**src/rtl/midi_msg_tx_if.sv**
```systemverilog
// Message handshake between the controller logic and the MIDI transmitter.
// One complete MIDI message (status, up to two data bytes, length) per transfer.
interface midi_msg_tx_if;
  logic       msg_valid;
  logic       msg_ready;
  logic [7:0] msg_status;
  logic [6:0] msg_data1;
  logic [6:0] msg_data2;
  logic [1:0] msg_len;

  modport master (output msg_valid, msg_status, msg_data1, msg_data2, msg_len,
                  input  msg_ready);
  modport slave  (input  msg_valid, msg_status, msg_data1, msg_data2, msg_len,
                  output msg_ready);
endinterface

```
**src/rtl/midi_msg_tx.sv**
```systemverilog
// MIDI message transmitter: message FIFO, running-status compression and
// 8N1 UART serialisation onto midi_tx.
module midi_msg_tx #(
  parameter int BAUD_CNT_HALF  = 800,
  parameter int FIFO_DEPTH     = 4,
  parameter int RUNNING_STATUS = 1
) (
  input  logic         clk,
  input  logic         rst,
  midi_msg_tx_if.slave msg,
  output logic         midi_tx,
  output logic         busy
);
  localparam int BIT_CYC = 2 * BAUD_CNT_HALF;
  localparam int CW      = (BIT_CYC > 1) ? $clog2(BIT_CYC) : 1;
  localparam int AW      = $clog2(FIFO_DEPTH);
  localparam logic [CW-1:0] BIT_LAST = CW'(BIT_CYC - 1);
  localparam logic [AW:0]   CNT_FULL = (AW+1)'(FIFO_DEPTH);

  typedef struct packed {
    logic [7:0] status;
    logic [6:0] d1;
    logic [6:0] d2;
    logic [1:0] len;
  } entry_t;

  typedef enum logic [2:0] {IDLE, LOAD, START, DATA, STOP} state_t;

  // ---------------- message FIFO ----------------
  entry_t        mem [FIFO_DEPTH];
  logic [AW-1:0] wptr, rptr;
  logic [AW:0]   count, count_nxt;
  logic          ready_r;
  logic          push, pop;

  assign msg.msg_ready = ready_r;
  assign push = msg.msg_valid && ready_r;

  always_comb begin
    count_nxt = count;
    if (push && !pop)      count_nxt = count + 1'b1;
    else if (pop && !push) count_nxt = count - 1'b1;
  end

  always_ff @(posedge clk) begin
    if (push) mem[wptr] <= '{msg.msg_status, msg.msg_data1, msg.msg_data2, msg.msg_len};
  end

  // ready is derived from the next count so a push can never land on a full FIFO
  always_ff @(posedge clk) begin
    if (rst) begin
      wptr    <= '0;
      rptr    <= '0;
      count   <= '0;
      ready_r <= 1'b1;
    end else begin
      if (push) wptr <= wptr + 1'b1;
      if (pop)  rptr <= rptr + 1'b1;
      count   <= count_nxt;
      ready_r <= (count_nxt != CNT_FULL);
    end
  end

  // ---------------- transmitter ----------------
  state_t          state, state_nxt;
  logic [CW-1:0]   bcnt, bcnt_nxt;
  logic [2:0]      bitn, bitn_nxt;
  logic [1:0]      idx, idx_nxt;
  logic [1:0]      nbytes;
  logic [2:0][7:0] bytes;
  entry_t          w;
  logic [7:0]      rs_val;
  logic            rs_vld;
  logic            tx_nxt;
  logic [7:0]      cur_byte;
  logic            bit_done, more;

  logic            is_chan, is_sys, skip;
  logic [1:0]      load_n;
  logic [2:0][7:0] load_bytes;

  // Byte list for the message in w; bytes[0] goes out first.
  always_comb begin
    is_chan = (w.status < 8'hF0);
    is_sys  = (w.status[7:3] == 5'b11110);
    skip    = (RUNNING_STATUS != 0) && is_chan && rs_vld && (w.status == rs_val);
    if (skip) begin
      load_n     = w.len - 2'd1;
      load_bytes = {8'h00, 1'b0, w.d2, 1'b0, w.d1};
    end else begin
      load_n     = w.len;
      load_bytes = {1'b0, w.d2, 1'b0, w.d1, w.status};
    end
  end

  assign bit_done = (bcnt == BIT_LAST);
  assign more     = ({1'b0, idx} + 3'd1) < {1'b0, nbytes};
  assign busy     = (count != '0) || (state != IDLE);

  always_comb begin
    state_nxt = state;
    bitn_nxt  = bitn;
    idx_nxt   = idx;
    pop       = 1'b0;
    unique case (state)
      IDLE: if (count != '0) begin
        pop       = 1'b1;
        state_nxt = LOAD;
      end
      LOAD: begin
        idx_nxt   = 2'd0;
        state_nxt = (w.len != 2'd0 && load_n != 2'd0) ? START : IDLE;
      end
      START: if (bit_done) begin
        bitn_nxt  = 3'd0;
        state_nxt = DATA;
      end
      DATA: if (bit_done) begin
        if (bitn == 3'd7) state_nxt = STOP;
        else              bitn_nxt  = bitn + 3'd1;
      end
      STOP: if (bit_done) begin
        if (more) begin
          idx_nxt   = idx + 2'd1;
          state_nxt = START;
        end else begin
          state_nxt = IDLE;
        end
      end
      default: state_nxt = IDLE;
    endcase

    // baud counter restarts on every bit boundary, so there is no drift
    if (state == IDLE || state == LOAD || bit_done) bcnt_nxt = '0;
    else                                           bcnt_nxt = bcnt + 1'b1;

    cur_byte = bytes[idx_nxt];
    unique case (state_nxt)
      START:   tx_nxt = 1'b0;
      DATA:    tx_nxt = cur_byte[bitn_nxt];
      default: tx_nxt = 1'b1;
    endcase
  end

  always_ff @(posedge clk) begin
    if (rst) begin
      state   <= IDLE;
      bcnt    <= '0;
      bitn    <= '0;
      idx     <= '0;
      nbytes  <= '0;
      bytes   <= '0;
      w       <= '0;
      rs_val  <= '0;
      rs_vld  <= 1'b0;
      midi_tx <= 1'b1;
    end else begin
      state   <= state_nxt;
      bcnt    <= bcnt_nxt;
      bitn    <= bitn_nxt;
      idx     <= idx_nxt;
      midi_tx <= tx_nxt;
      if (pop) w <= mem[rptr];
      if (state == LOAD && w.len != 2'd0) begin
        bytes  <= load_bytes;
        nbytes <= load_n;
        // real-time statuses leave the running register alone
        if (is_chan && !skip) begin
          rs_val <= w.status;
          rs_vld <= 1'b1;
        end else if (is_sys) begin
          rs_vld <= 1'b0;
        end
      end
    end
  end
endmodule
```
**src/flat_wrapper.sv**
```systemverilog
// flat-port wrapper written by rule: the top's interface ports become plain ports
module midi_msg_tx_flat 
#(
  parameter int BAUD_CNT_HALF  = 800,
  parameter int FIFO_DEPTH     = 4,
  parameter int RUNNING_STATUS = 1
)
  (clk, rst, midi_tx, busy, msg_msg_valid, msg_msg_status, msg_msg_data1, msg_msg_data2, msg_msg_len, msg_msg_ready);
  midi_msg_tx_if msg_i ();
  input  logic clk;
  input  logic rst;
  output logic midi_tx;
  output logic busy;
  input wire logic [$bits(msg_i.msg_valid)-1:0] msg_msg_valid;
  input wire logic [$bits(msg_i.msg_status)-1:0] msg_msg_status;
  input wire logic [$bits(msg_i.msg_data1)-1:0] msg_msg_data1;
  input wire logic [$bits(msg_i.msg_data2)-1:0] msg_msg_data2;
  input wire logic [$bits(msg_i.msg_len)-1:0] msg_msg_len;
  output wire logic [$bits(msg_i.msg_ready)-1:0] msg_msg_ready;
  assign msg_i.msg_valid = msg_msg_valid;
  assign msg_i.msg_status = msg_msg_status;
  assign msg_i.msg_data1 = msg_msg_data1;
  assign msg_i.msg_data2 = msg_msg_data2;
  assign msg_i.msg_len = msg_msg_len;
  assign msg_msg_ready = msg_i.msg_ready;
  midi_msg_tx #(.BAUD_CNT_HALF(BAUD_CNT_HALF), .FIFO_DEPTH(FIFO_DEPTH), .RUNNING_STATUS(RUNNING_STATUS)) u_core (.clk(clk), .rst(rst), .msg(msg_i), .midi_tx(midi_tx), .busy(busy));
endmodule
```
**config.mk**
```make
export PLATFORM = sky130hd
export DESIGN_NAME = midi_msg_tx_flat
export DESIGN_NICKNAME = d
export VERILOG_FILES = /design/src/rtl/midi_msg_tx_if.sv /design/src/rtl/midi_msg_tx.sv /design/src/flat_wrapper.sv
export SDC_FILE = /design/constraint.sdc
export NUM_CORES = 1
export LEC_CHECK = 0
export CAP_MARGIN = 20
export CORE_MARGIN = 3
export CORE_UTILIZATION = 60
export CTS_CLUSTER_DIAMETER = 40
export CTS_CLUSTER_SIZE = 40
export DETAILED_ROUTE_END_ITERATION = 12
export PLACE_DENSITY = 0.8
export SLEW_MARGIN = 20
export SYNTH_ARGS = -nofsm -noshare
export SYNTH_HDL_FRONTEND = slang
export SYNTH_SLANG_ARGS = --single-unit
```
**constraint.sdc**
```tcl
create_clock -name clk -period 3.6 [get_ports clk]
set_input_delay 0.72 -clock clk [delete_from_list [all_inputs] [get_ports clk]]
set_output_delay 0.72 -clock clk [all_outputs]
set_load 0.1 [all_outputs]
```
== Yosys cells after proc, flatten, opt, wreduce, memory -nomap -nowiden ==
Memories as Yosys holds them, arrays and structs flattened. A register that Yosys moved wholly into a read port is not among the register bits.
Cells that the tools add are included.

* Add/sub/neg operators: 9
* $lt $le $gt $ge: 4
* Equality and inequality tests: 11
* Multiplexer cells: 30
* Reductions and logical operators: 23

{| class="wikitable"
|+ Operators with widths
! operator !! number
|-
| $mux 3 || 10
|-
| $mux 23 || 1
|-
| $bmux 8 s2 || 1
|-
| $pmux 3 s5 || 1
|-
| $eq 3x2->1 const B || 4
|-
| $add 11x1->11 const B || 1
|-
| $eq 11x11->1 const B || 1
|-
| $mux 2 || 5
|-
| $eq 8x8->1 || 1
|-
| $logic_and 1x1->1 || 8
|-
| $lt 8x8->1 const B || 1
|-
| $mux 8 || 1
|-
| $mux 1 || 7
|-
| $add 2x1->2 const B || 3
|-
| $add 3x1->3 const B || 2
|-
| $eq 3x3->1 const B || 2
|-
| $pmux 3 s2 || 1
|-
| $reduce_bool 2->1 || 3
|-
| $reduce_bool 3->1 || 2
|-
| $eq 5x5->1 const B || 1
|-
| $lt 3x4->1 const B || 1
|-
| $pmux 2 s2 || 1
|-
| $reduce_and 2->1 || 2
|-
| $add 2x1->3 const B || 1
|-
| other kinds (12) || 16
|}

* Register bits: 63
* RAM bits: 96
* Input bits: 27
* Output and inout port bits: 3
* Word-level logic and storage cells: 93
* Memories: 1

{| class="wikitable"
|+ Memory list
! name !! depth !! width !! rd ports !! clocked after Yosys merged registers in !! write ports !! RTL line !! source
|-
| u_core.mem || 4 || 24 || 1 || 1 || 1 || midi_msg_tx.sv:30 || <nowiki>entry_t mem [FIFO_DEPTH];</nowiki>
|}

== Logic depth before layout (Yosys ltp) ==
* Depth after elaboration: 10
* Depth in mapped cells: 10
* Depth with buffers taken out: 9

== Least setup slack after synthesis ==
Ideal clock, no wire load.

* Path kind: register -> register
* From: reg u_core.idx[0]
* To: reg u_core.midi_tx
* Library setup time: 0.096 ns
* Data arrival time: 2.516 ns
* Data required time: 3.504 ns
* Slack: 0.989 ns
* Stages on the path, launching flop included: 9
* Buffers on the path: 0
* Clock period less this slack: 2.611 ns
* Cells stage by stage: dfxtp_1 inv_1 fa_1 a211oi_1 nand3b_4 mux2i_2 and4_1 nor3_1 o41ai_2

* Word-level cells in the longest chain between the ends: 10
* Elaborated cells between the ends (all ways): 16
* Those cells by class: add/sub: 2; order compare: 1; eq/ne: 2; mux: 11

{| class="wikitable"
|+ RTL lines
! what !! RTL line !! source
|-
| start: declaration || midi_msg_tx.sv:68 || <nowiki>logic [1:0] idx, idx_nxt;</nowiki>
|-
| start signal: assignment || midi_msg_tx.sv:161 || <nowiki>idx <= idx_nxt;</nowiki>
|-
| $add 2x1->3 || midi_msg_tx.sv:97 || <nowiki>assign more = ({1'b0, idx} + 3'd1) < {1'b0, nbytes};</nowiki>
|-
| $lt 3x2->1 || midi_msg_tx.sv:97 ||
|-
| $mux 2 || midi_msg_tx.sv:123 || <nowiki>if (more) begin</nowiki>
|-
| $mux 2 || midi_msg_tx.sv:122 || <nowiki>STOP: if (bit_done) begin</nowiki>
|-
| $pmux 2 s2 || midi_msg_tx.sv:105 || <nowiki>unique case (state)</nowiki>
|-
| $bmux 8 s2 || midi_msg_tx.sv:137 || <nowiki>cur_byte = bytes[idx_nxt];</nowiki>
|-
| $mux 8 (implied by the code) || midi_msg_tx.sv:137 ||
|-
| $bmux 1 s3 || midi_msg_tx.sv:140 || <nowiki>DATA: tx_nxt = cur_byte[bitn_nxt];</nowiki>
|-
| $mux 1 (implied by the code) || midi_msg_tx.sv:140 ||
|-
| $pmux 1 s2 (*) || midi_msg_tx.sv:138 || <nowiki>unique case (state_nxt)</nowiki>
|-
| end signal: assignment || midi_msg_tx.sv:162 || <nowiki>midi_tx <= tx_nxt;</nowiki>
|-
| end: declaration || midi_msg_tx.sv:11 || <nowiki>output logic midi_tx,</nowiki>
|}

Every way passes the cells marked *; elsewhere a longest branch is shown, timed or not. The select of a mux whose other input is x is not followed.
A chain may end at the register's enable or synchronous reset.

== Worst setup path after layout ==
Ends and elaborated chain as after synthesis.

==> results.tsv <==
stage	metric	value	unit
drt	vias per cell	5.85	
timing	Max Slew Vio Count	0	
cells_and_area	Multi-input gate area	2910	um^2
timing	setup TNS	0	ns
drt	WL/cell	18.1	um
place	gp weighted congestion	0.903	
status	outcome	finished, final reports clean	
die	Horiz. Die Dim	119	um
critical_path	Worst setup EP type	flip-flop	
clocking	CTS clk-pin slew, worst paths	0.07	ns
synth	sequential area share after synthesis	0.598	
timing	Final Cycle Share	0.842	
grt	GRT overflow	0	
clocking	CTS tree	yes	
drt	Post-Route WL	15200	um
drt	Met2 Wirelength	7690	um
synth	Cell Area, Synth	7660	um^2
power	Static Leak	2.89	nW
critical_path	crit-path cells	inv_1 > fa_1 > o21bai_1 > o31ai_1 > o22a_1 > o221ai_1 > mux2i_1 > a211oi_1 > o41ai_2	
power	VDD IR max	0.000715	V
critical_path	WP buf/inv	1	
synth	ys flop type	edfxtp_1	
drt	First DRT Iteration DRCs	421	
synth	Avg Inst Size Synth	12.1	um^2
drt	router iterations before antenna repair	5	
timing	post-layout minimum cycle time	3.03	ns
clocking	clk sinks	181	
die	Starting Density	0.625	
grt	total track usage	0.227	
cells_and_area	area grow syn2layout	13.1	%
power	P_int	0.00415	W
clocking	CTS resizes	0	
critical_path	type of the worst setup path	reg -> reg	
clocking	CTS Hold Bufs	0	
power	PwrDens	719	nW/um^2
critical_path	CP max stage cell	fa_1	
power	Sw Share	0.334	
critical_path	Crit Path Max Fanout	9	
grt	initial antenna violation count	0	
power	clock group share of total power	0.278	
min_path	hold crit path type	reg -> reg	
synth	FFs w/ async S/R, synth	0	
power	Logic pwr share	0.262	
drt	drt drc	0	
cells_and_area	Seq. cell area	4590	um^2
timing	RSZ-0062 raised after global routing	false	
synth	post-synth cell types	66	
synth	Yosys warnings	0	
critical_path	slowest stage delay, CP	0.54	ns
run	max cap viols	0	
cells_and_area	Diodes inserted	0	
drt	DR vias	4910	
die	IO Pins	30	
drt	met1 wire length	6640	um
die	Die Area	14200	um^2
die	row count	40	
grt	first-pass GRT wire length	25200	um
die	core area	12300	um^2
die	DIE HEIGHT	119	um
critical_path	critical path arrival	3.32	ns
clocking	Clock Tree Root	clkbuf_16	
synth	EDFF count, synth	96	
clocking	CTS Buf Count	17	
grt	pin count of the biggest net entering global routing	48	
power	Final Power	0.00623	W
timing	Worst slew margin	0.353	
cells_and_area	layout cells sized above 1	0.127	
clocking	Longest Clk Path Bufs	2	
cells_and_area	post-layout util	0.707	
synth	Synth Register Bits	181	
critical_path	CP top delay family	compound AO/OA/AOI/OAI gates	
clocking	# H-tree levels	4	
timing	FMAX	330	MHz
synth	post-synth net total	671	
place	hpwl dp	9920	um
place	number of I/O port buffers	29	
timing	worst hold slack	0.451	ns
drt	met3 wire length	626	um
critical_path	Critical Path RT	3.88	ns
timing	Clock Skews	0.00975	ns
timing	# setup viols final	0	
cells_and_area	layout net count	697	
timing	final hold viol count	0	
timing	setup ws final	0.568	ns
power	sequential share of power	0.460	
critical_path	crit start category	flip-flop	
timing	measured slew at the worst slew-check pin	0.967	ns
clocking	worst skew pair latency	0.42	ns
drt	top sig layer	met4	
clocking	Post-CTS Setup Repair Bufs	0	
place	pre-CTS WS	0.589	ns
grt	vias in the first global route	5045	
cells_and_area	fill count	826	
drt	ANT nets after route	0	
synth	Post-Synthesis Cells	632	
power	P_sw	0.00208	W
## cells in the mapped netlist, types with 3 or more instances
master	number	share of area
nand2b_1	3	0.0024
buf_1	3	0.0015
nand2_1	79	0.039
o21ai_1	6	0.0039
inv_1	13	0.0064
buf_2	5	0.0033
ha_1	11	0.018
nand3_1	13	0.0085
edfxtp_1	96	0.38
o22a_1	4	0.0046
or2_2	3	0.0024
and3_1	10	0.0082
mux2i_1	21	0.027
o21bai_1	3	0.0029
o221ai_1	4	0.0046
mux4_2	24	0.071
nor2_1	71	0.035
xor2_1	3	0.0034
a211oi_1	20	0.020
nor2b_1	5	0.0041
a21oi_1	43	0.028
o21ai_0	6	0.0039
xnor2_1	19	0.022
nand4_1	3	0.0024
clkbuf_1	23	0.011
nor3_1	10	0.0065
dfxtp_1	85	0.22
## kinds of logic (layout without fill, tap and decap cells)
kind of cell	after synthesis	count (layout)	share of synthesized area
flops	181	181	0.598
simple gates	215	215	0.134
buf+inv	45	84	0.0238
compound gates	110	110	0.0967
mux	47	47	0.102
xor+xnor	22	22	0.0251
fa+ha+maj	12	12	0.0206
## power by group through the flow
stage / Sequential, W / Combinational [W] / Clock (W)
2_1_floorplan: 0.00276 / 0.00128 / 0
3_3_place_gp: 0.00289 / 0.00157 / 0
3_5_place_dp: 0.00291 / 0.00163 / 0
4_1_cts: 0.00286 / 0.00164 / 0.00176
5_1_grt: 0.00291 / 0.00179 / 0.00185
6_report: 0.00287 / 0.00163 / 0.00173
## worst reg2reg max path, cell delays in order (launching register included)
cell and delay, ns:
dfxtp_1 0.48, inv_1 0.14, fa_1 0.54, o21bai_1 0.51, o31ai_1 0.28, o22a_1 0.24, o221ai_1 0.19, mux2i_1 0.13
a211oi_1 0.30, o41ai_2 0.10
## layer usage
metal  up-vias  global-route usage
li1       2379                   -
met1      2407               0.295
met2       107               0.381
met3        17              0.0470
met4         0              0.0753
met5         -                   0
## layout make-up
class,count,share of cell area
clock buffers,22,0.0537
clock inverters,10,0.0105
inverters,13,0.00563
multi-input cells,406,0.335
flip-flops and latches,181,0.529
well taps,168,0.0243
repair buffers,39,0.0413
## final timing paths
path	endpoint	start	cells after the start	slack (ns)
worst max-delay path	u_core.midi_tx	u_core.idx[0]	9	0.57
worst min-delay path	u_core.bcnt[0]	u_core.bcnt[0]	1	0.45
worst max register to register	u_core.midi_tx	u_core.idx[0]	9	0.57
worst min register to register	u_core.bcnt[0]	u_core.bcnt[0]	1	0.45
## cell usage in the layout (no fill, tap or decap), drive strengths merged, types with 4 or more instances in the layout
cell	synthesis	routed
o21ai	12	12
buf	9	12
and3	11	11
nor2	73	73
dfxtp	85	85
inv	13	19
nor2b	5	5
mux4	24	24
xnor2	19	19
clkbuf	23	22
clkdlybuf4s50	0	27
a211oi	22	22
mux2i	22	22
ha	11	11
nor3	10	10
a21oi	43	43
nand3	13	13
nand2	79	79
nand4	5	5
o221ai	4	4
or2	4	4
o22a	4	4
edfxtp	96	96
## stage by stage
stage                     cell area [um^2]  instances
after detailed placement              8110        807
after global placement                8110        807
final                                 8660        839
after global routing                  8660        839
after floorplan                       7660        632
after CTS                             8660        839
## state kept, by name, indices dropped and copies added, names as in the netlist
signal	cells
u_core.idx	2
u_core.count	3
u_core.bytes	22
u_core.w	24
u_core.nbytes	2
u_core.state	3
u_core.bitn	3
u_core.rptr	2
u_core.mem	96
u_core.wptr	2
u_core.rs_vld	1
u_core.rs_val	8
u_core.midi_tx	1
u_core.bcnt	11
u_core.msg.msg_ready	1
No activity file was read; power rests on OpenSTA's default activity.
